**src/rtl/rx_block_assembler_pkg.sv**
```systemverilog
// Shared 128b/130b receive constants: sync headers, block types, ordered-set
// symbol-0 values and os_type encodings (also used by the LTSSM RX decoder).
package rx_block_assembler_pkg;

  localparam logic [1:0] SH_DATA = 2'b10;
  localparam logic [1:0] SH_OS   = 2'b01;

  localparam logic [1:0] BLK_DATA    = 2'd0;
  localparam logic [1:0] BLK_OS      = 2'd1;
  localparam logic [1:0] BLK_INVALID = 2'd2;

  localparam logic [7:0] OS_SYM_TS1   = 8'h1E;
  localparam logic [7:0] OS_SYM_TS2   = 8'h2D;
  localparam logic [7:0] OS_SYM_SKP   = 8'hAA;
  localparam logic [7:0] OS_SYM_EIEOS = 8'h00;
  localparam logic [7:0] OS_SYM_EIOS  = 8'h66;
  localparam logic [7:0] OS_SYM_SDS   = 8'hE1;

  typedef enum logic [2:0] {
    OS_NONE    = 3'd0,
    OS_TS1     = 3'd1,
    OS_TS2     = 3'd2,
    OS_SKP     = 3'd3,
    OS_EIEOS   = 3'd4,
    OS_EIOS    = 3'd5,
    OS_SDS     = 3'd6,
    OS_UNKNOWN = 3'd7
  } os_type_e;

  typedef enum logic {
    ST_IDLE    = 1'b0,
    ST_COLLECT = 1'b1
  } asm_state_e;

  function automatic logic [1:0] block_type_of(input logic [1:0] sh);
    if (sh == SH_DATA)    return BLK_DATA;
    else if (sh == SH_OS) return BLK_OS;
    else                  return BLK_INVALID;
  endfunction

endpackage

```
**src/rtl/rx_os_classifier.sv**
```systemverilog
// Combinational ordered-set classifier: maps symbol 0 of an OS block to os_type.
module rx_os_classifier
  import rx_block_assembler_pkg::*;
(
  input  logic [7:0] symbol0,
  output logic [2:0] os_type
);

  always_comb begin
    os_type = OS_UNKNOWN;
    case (symbol0)
      OS_SYM_TS1:   os_type = OS_TS1;
      OS_SYM_TS2:   os_type = OS_TS2;
      OS_SYM_SKP:   os_type = OS_SKP;
      OS_SYM_EIEOS: os_type = OS_EIEOS;
      OS_SYM_EIOS:  os_type = OS_EIOS;
      OS_SYM_SDS:   os_type = OS_SDS;
      default:      os_type = OS_UNKNOWN;
    endcase
  end

endmodule

```
**src/rtl/rx_block_assembler.sv**
```systemverilog
// Gathers descrambled 8/16/32-bit PIPE beats into 16-symbol 128b/130b blocks.
// Define RX_BLOCK_OS_DECODE_EN to classify ordered sets on out_os_type.
module rx_block_assembler
  import rx_block_assembler_pkg::*;
#(
  parameter int BLOCK_BYTES = 16,
  parameter int MAX_W       = 32
) (
  input  logic                     clk,
  input  logic                     reset,
  input  logic                     in_valid,
  input  logic                     in_start_block,
  input  logic [1:0]               in_sync_header,
  input  logic [MAX_W-1:0]         in_data,
  input  logic [MAX_W/8-1:0]       in_datak,
  input  logic [5:0]               pipe_width,
  output logic                     out_valid,
  input  logic                     out_ready,
  output logic [BLOCK_BYTES*8-1:0] out_block,
  output logic [1:0]               out_block_type,
  output logic [2:0]               out_os_type,
  output logic                     align_err,
  output logic                     overflow
);

  asm_state_e               state, state_n;
  logic [3:0]               cnt, cnt_n;
  logic [1:0]               sh, sh_n;
  logic [BLOCK_BYTES*8-1:0] blk, blk_n;

  logic [2:0] bpb;
  logic       beat;
  logic       write_en;
  logic [3:0] base;
  logic [3:0] idx;
  logic [4:0] sum;
  logic       complete;
  logic       align_n;
  logic [1:0] type_n;
  logic [2:0] os_n;

  // K flags have no meaning in 128b/130b mode
  logic unused_datak;
  assign unused_datak = ^in_datak;

  always_comb begin
    bpb = 3'd0;
    case (pipe_width)
      6'd8:    bpb = 3'd1;
      6'd16:   bpb = 3'd2;
      6'd32:   bpb = 3'd4;
      default: bpb = 3'd0;
    endcase
  end

  assign beat = in_valid && (bpb != 3'd0);

  always_comb begin
    state_n  = state;
    cnt_n    = cnt;
    sh_n     = sh;
    blk_n    = blk;
    base     = cnt;
    write_en = 1'b0;
    align_n  = 1'b0;
    complete = 1'b0;
    idx      = 4'd0;
    sum      = 5'd0;

    if (beat) begin
      case (state)
        ST_IDLE: begin
          if (in_start_block) begin
            sh_n     = in_sync_header;
            base     = 4'd0;
            write_en = 1'b1;
            state_n  = ST_COLLECT;
          end else begin
            align_n = 1'b1;
          end
        end
        ST_COLLECT: begin
          // a restart always lands mid-block here, since cnt==0 means IDLE
          if (in_start_block) begin
            align_n = 1'b1;
            sh_n    = in_sync_header;
            base    = 4'd0;
          end
          write_en = 1'b1;
        end
        default: state_n = ST_IDLE;
      endcase
    end

    if (write_en) begin
      for (int i = 0; i < 4; i++) begin
        if (3'(i) < bpb) begin
          idx = base + 4'(i);
          blk_n[{idx, 3'b000} +: 8] = in_data[i*8 +: 8];
        end
      end
      sum = {1'b0, base} + {2'b00, bpb};
      if (sum == 5'd16) begin
        complete = 1'b1;
        cnt_n    = 4'd0;
        state_n  = ST_IDLE;
      end else begin
        cnt_n = sum[3:0];
      end
    end
  end

  assign type_n = block_type_of(sh_n);

`ifdef RX_BLOCK_OS_DECODE_EN
  logic [2:0] os_class;

  rx_os_classifier u_os_classifier (
    .symbol0 (blk_n[7:0]),
    .os_type (os_class)
  );

  assign os_n = (type_n == BLK_OS) ? os_class : 3'(OS_NONE);
`else
  assign os_n = 3'(OS_NONE);
`endif

  always_ff @(posedge clk) begin
    if (!reset) begin
      state <= ST_IDLE;
      cnt   <= 4'd0;
      sh    <= 2'b00;
      blk   <= '0;
    end else begin
      state <= state_n;
      cnt   <= cnt_n;
      sh    <= sh_n;
      blk   <= blk_n;
    end
  end

  // Held block is never overwritten while the consumer is stalling
  always_ff @(posedge clk) begin
    if (!reset) begin
      out_valid      <= 1'b0;
      out_block      <= '0;
      out_block_type <= 2'd0;
      out_os_type    <= 3'd0;
      align_err      <= 1'b0;
      overflow       <= 1'b0;
    end else begin
      align_err <= align_n;
      overflow  <= 1'b0;
      if (complete) begin
        if (!out_valid || out_ready) begin
          out_valid      <= 1'b1;
          out_block      <= blk_n;
          out_block_type <= type_n;
          out_os_type    <= os_n;
        end else begin
          overflow <= 1'b1;
        end
      end else if (out_valid && out_ready) begin
        out_valid <= 1'b0;
      end
    end
  end

endmodule

```
**config.mk**
```make
export PLATFORM = sky130hd
export DESIGN_NAME = rx_block_assembler
export DESIGN_NICKNAME = d
export VERILOG_FILES = /design/src/rtl/rx_block_assembler_pkg.sv /design/src/rtl/rx_os_classifier.sv /design/src/rtl/rx_block_assembler.sv
export SDC_FILE = /design/constraint.sdc
export NUM_CORES = 1
export LEC_CHECK = 0
export ABC_CLOCK_PERIOD_IN_PS = 8070
export CAP_MARGIN = 20
export CORE_MARGIN = 8
export CORE_UTILIZATION = 50
export DETAILED_ROUTE_END_ITERATION = 6
export HOLD_SLACK_MARGIN = 0.12
export PLACE_DENSITY = 0.76
export SLEW_MARGIN = 20
export SYNTH_ARGS = -nofsm -noshare
export SYNTH_HDL_FRONTEND = slang
export SYNTH_SLANG_ARGS = --single-unit
```
**constraint.sdc**
```tcl
create_clock -name clk -period 8.07 [get_ports clk]
set_clock_uncertainty 0.2 [all_clocks]
set_input_delay 0.807 -clock clk [delete_from_list [all_inputs] [get_ports clk]]
set_output_delay 0.807 -clock clk [all_outputs]
set_load 0.02 [all_outputs]
```
==> impl_metrics.yaml <==
run_status:
  status: "complete, no violations"
route:
  detail_route.wl_per_cell_um: 28.6
  ant_nets: 0
  drc: 0
  drt_iter0_markers: 2509
  firstDrtPassIters: 6
  drt_wl_total_mm: 83.8
  vias: 20472
  viasPerCell: 6.99
cts:
  htreeDepth: 1
  hold_buffers: 0
  clk_latency_ps: 590
  ctsResizeCount: 0
  root_buffer: "clkbuf_16"
  clock_path_buffers: 3
  clock_sinks: 268
  tritoncts: "built"
  cts_buffers: 31
  post_cts_buffers: 0
  clk_pin_slew_ps: 60
logic_synthesis:
  synth_area_um2: 17500
  synth_edf_count: 0
  synthFlopType: "dfxtp_1"
  synth_area_leader_cell: "dfxtp_1"
  netlist_instances: 2328
  synth.avg_cell_area_um2: 7.53
  synth_seq_area_share_pct: 30.6
  synth_top_cell_area_share_pct: 30.6
  synth.distinct_cells: 99
  synthTopCellsByArea: "dfxtp_1, mux2i_1, nand3_1"
  synthArstFlopShare_pct: 0
  ys_ff_latch: 268
  synth_warnings: 0
timing:
  period_minus_slack_ps: 6160
  drv_slew: 0
  fin_setup_tns_ps: 0
  fin_ws_ps: 1910
  holdWs_ps: 254
  fin_crit_sh_pct: 76.3
  hold_viol: 0
  fmax_mhz: 162
  relSlewSlack_pct: 13.5
  setup_viol: 0
  worst_pin_slew_ps: 1290
  rsz0062_at_grt: "false"
place:
  placedCellCount: 2870
  hpwl_mm: 57.1
  io_buffers: 177
  place_area_um2: 20000
  preCtsSetupSlack_ps: 1620
  gp_congestion: 1.00
critical_path:
  r2r_slack_ps: 2230
  reg2reg_depth: 12
  slowest_delay_ps: 690
  crit_path_frequent_cell: "o21ai_0"
  critical_path.endpoint_type: "flip-flop"
  worstPathCellList: "clkdlybuf4s50_1, xor2_1, o211a_1, buf_4, a21oi_4, ha_1, xor2_1, o21ai_0, o211a_1, nor2_1, o21ai_0, nand2b_1, o2bb2ai_1, o221ai_1, o21ai_0"
  start_kind: "input pin"
  path_delay_family: "compound AO/OA/AOI/OAI gates"
  crit_required_ps: 8300
  path_buf_inv: 2
  cp.arrival_ps: 6380
  cp_slowest_cell: "ha_1"
  crit_fanout: 22
  worst-setup-path-type: "input pin to flip-flop"
  r2r_start: "cnt[0]$_SDFFE_PN0P_"
  r2r_end: "blk[111]$_SDFF_PN0_"
min_path:
  hold_class: "flip-flop to flip-flop"
  hold_end: "blk[34]$_SDFF_PN0_"
  worstHoldStart: "blk[34]$_SDFF_PN0_"
  worstHoldPathCells: 2
run:
  maxCapViolCount: 0
pwr:
  power_density_nw_per_um2: 143
  vdd_drop_max_uv: 205
  p_leak_nw: 7.63
  power_mw: 3.02
floorplan:
  core_area_um2: 34500
  die_h_um: 203
  ios: 185
  rows: 68
  die_area_um2: 41300
  initial_core_util_pct: 50.8
  die_w_um: 203
finish:
  stdcell_area_um2: 21100
  syn_to_final_growth_pct: 20.3
  mostFrequentLayoutCell: "nand2_1"
  final_cell_mix: "nand2_1, dfxtp_1, nand3_1"
  nets: 2515
  fin_util_pct: 61.1
  layoutNonFillerInstCount: 2930
  drive_gt1_share_pct: 10.6
grt:
  grt_pass1_vias: 19126
  grt_pass1_wl_mm: 123
  grt_max_degree: 92
  globalRouteOverflowTotal: 0
  track_usage_pct: 38.5
  antenna_found_initial: 4
## worst min-delay path: stages, from the launching register on
cell and delay, ps:
dfxtp_1 310, nand2_1 50, a21oi_1 50
## flip-flops by register name, indices dropped and copies added, names as in the netlist
name	flops
out_block	128
out_valid	1
sh	2
align_err	1
out_block_type	2
state	1
cnt	4
overflow	1
blk	128
## Yosys cell counts, drive strengths merged, types with 15 or more instances
library cell	instances
nand2	287
dfxtp	268
nand3	242
a21oi	194
o21ai	181
clkbuf	168
nor2	150
mux2i	125
o31ai	90
buf	40
a211oi	38
and2	32
nor3	32
a21o	29
a32oi	29
a31oi	28
o211ai	28
and3	22
inv	22
mux2	20
o22ai	19
ha	17
o221a	16
nor2b	15
## final cells by class
type | instances | area, µm²
multi-input cells | 1832 | 11300
flip-flops and latches | 268 | 5370
repair buffers | 293 | 2670
fillers | 3140 | 13400
inverters | 22 | 85.1
clock buffers | 35 | 831
diodes | 4 | 10.0
clock inverters | 21 | 246
well taps | 455 | 569
## logic make-up (layout without fill, tap and decap cells)
logic type | after synthesis | in the layout | synth area share (%)
buffers and inverters | 230 | 371 | 5.22
XOR/XNOR | 19 | 19 | 0.949
AO/OA/AOI/OAI | 783 | 783 | 29.9
flip-flops | 268 | 268 | 30.6
AND/OR/NAND/NOR | 864 | 864 | 23.5
other | 1 | 7 | 0.0214
multiplexers | 145 | 145 | 8.42
adder cells (fa/ha/maj) | 18 | 18 | 1.33
## per-layer routing
layer	vias up	global-route usage (%)	part of all wire (%)
met2	1456	57.5	42
met1	9722	48.9	38
met5	-	0	0.016
met3	388	9.49	12
li1	8904	-	-
met4	2	25.6	8.0
## worst max-delay path by stage
stage / to / startpoint / slack [ps] / cells after the start
floorplan: out_block[24]$_SDFFE_PN0P_ / pipe_width[5] / 2600 / 18
global placement: out_block[111]$_SDFFE_PN0P_ / pipe_width[5] / 1710 / 15
detailed placement: out_block[111]$_SDFFE_PN0P_ / pipe_width[5] / 1620 / 15
CTS: out_block[111]$_SDFFE_PN0P_ / pipe_width[5] / 2210 / 15
global route: blk[111]$_SDFF_PN0_ / pipe_width[5] / 1890 / 15
finish: blk[111]$_SDFF_PN0_ / pipe_width[5] / 1910 / 15
## report_power, final
group / switching [mW] / internal [mW] / total [mW]
registers: 0.00119 / 1.32 / 1.33
logic: 0.146 / 0.0460 / 0.192
clock network: 0.626 / 0.873 / 1.50
total: 0.773 / 2.24 / 3.02
No activity file was read; power rests on OpenSTA's default activity.
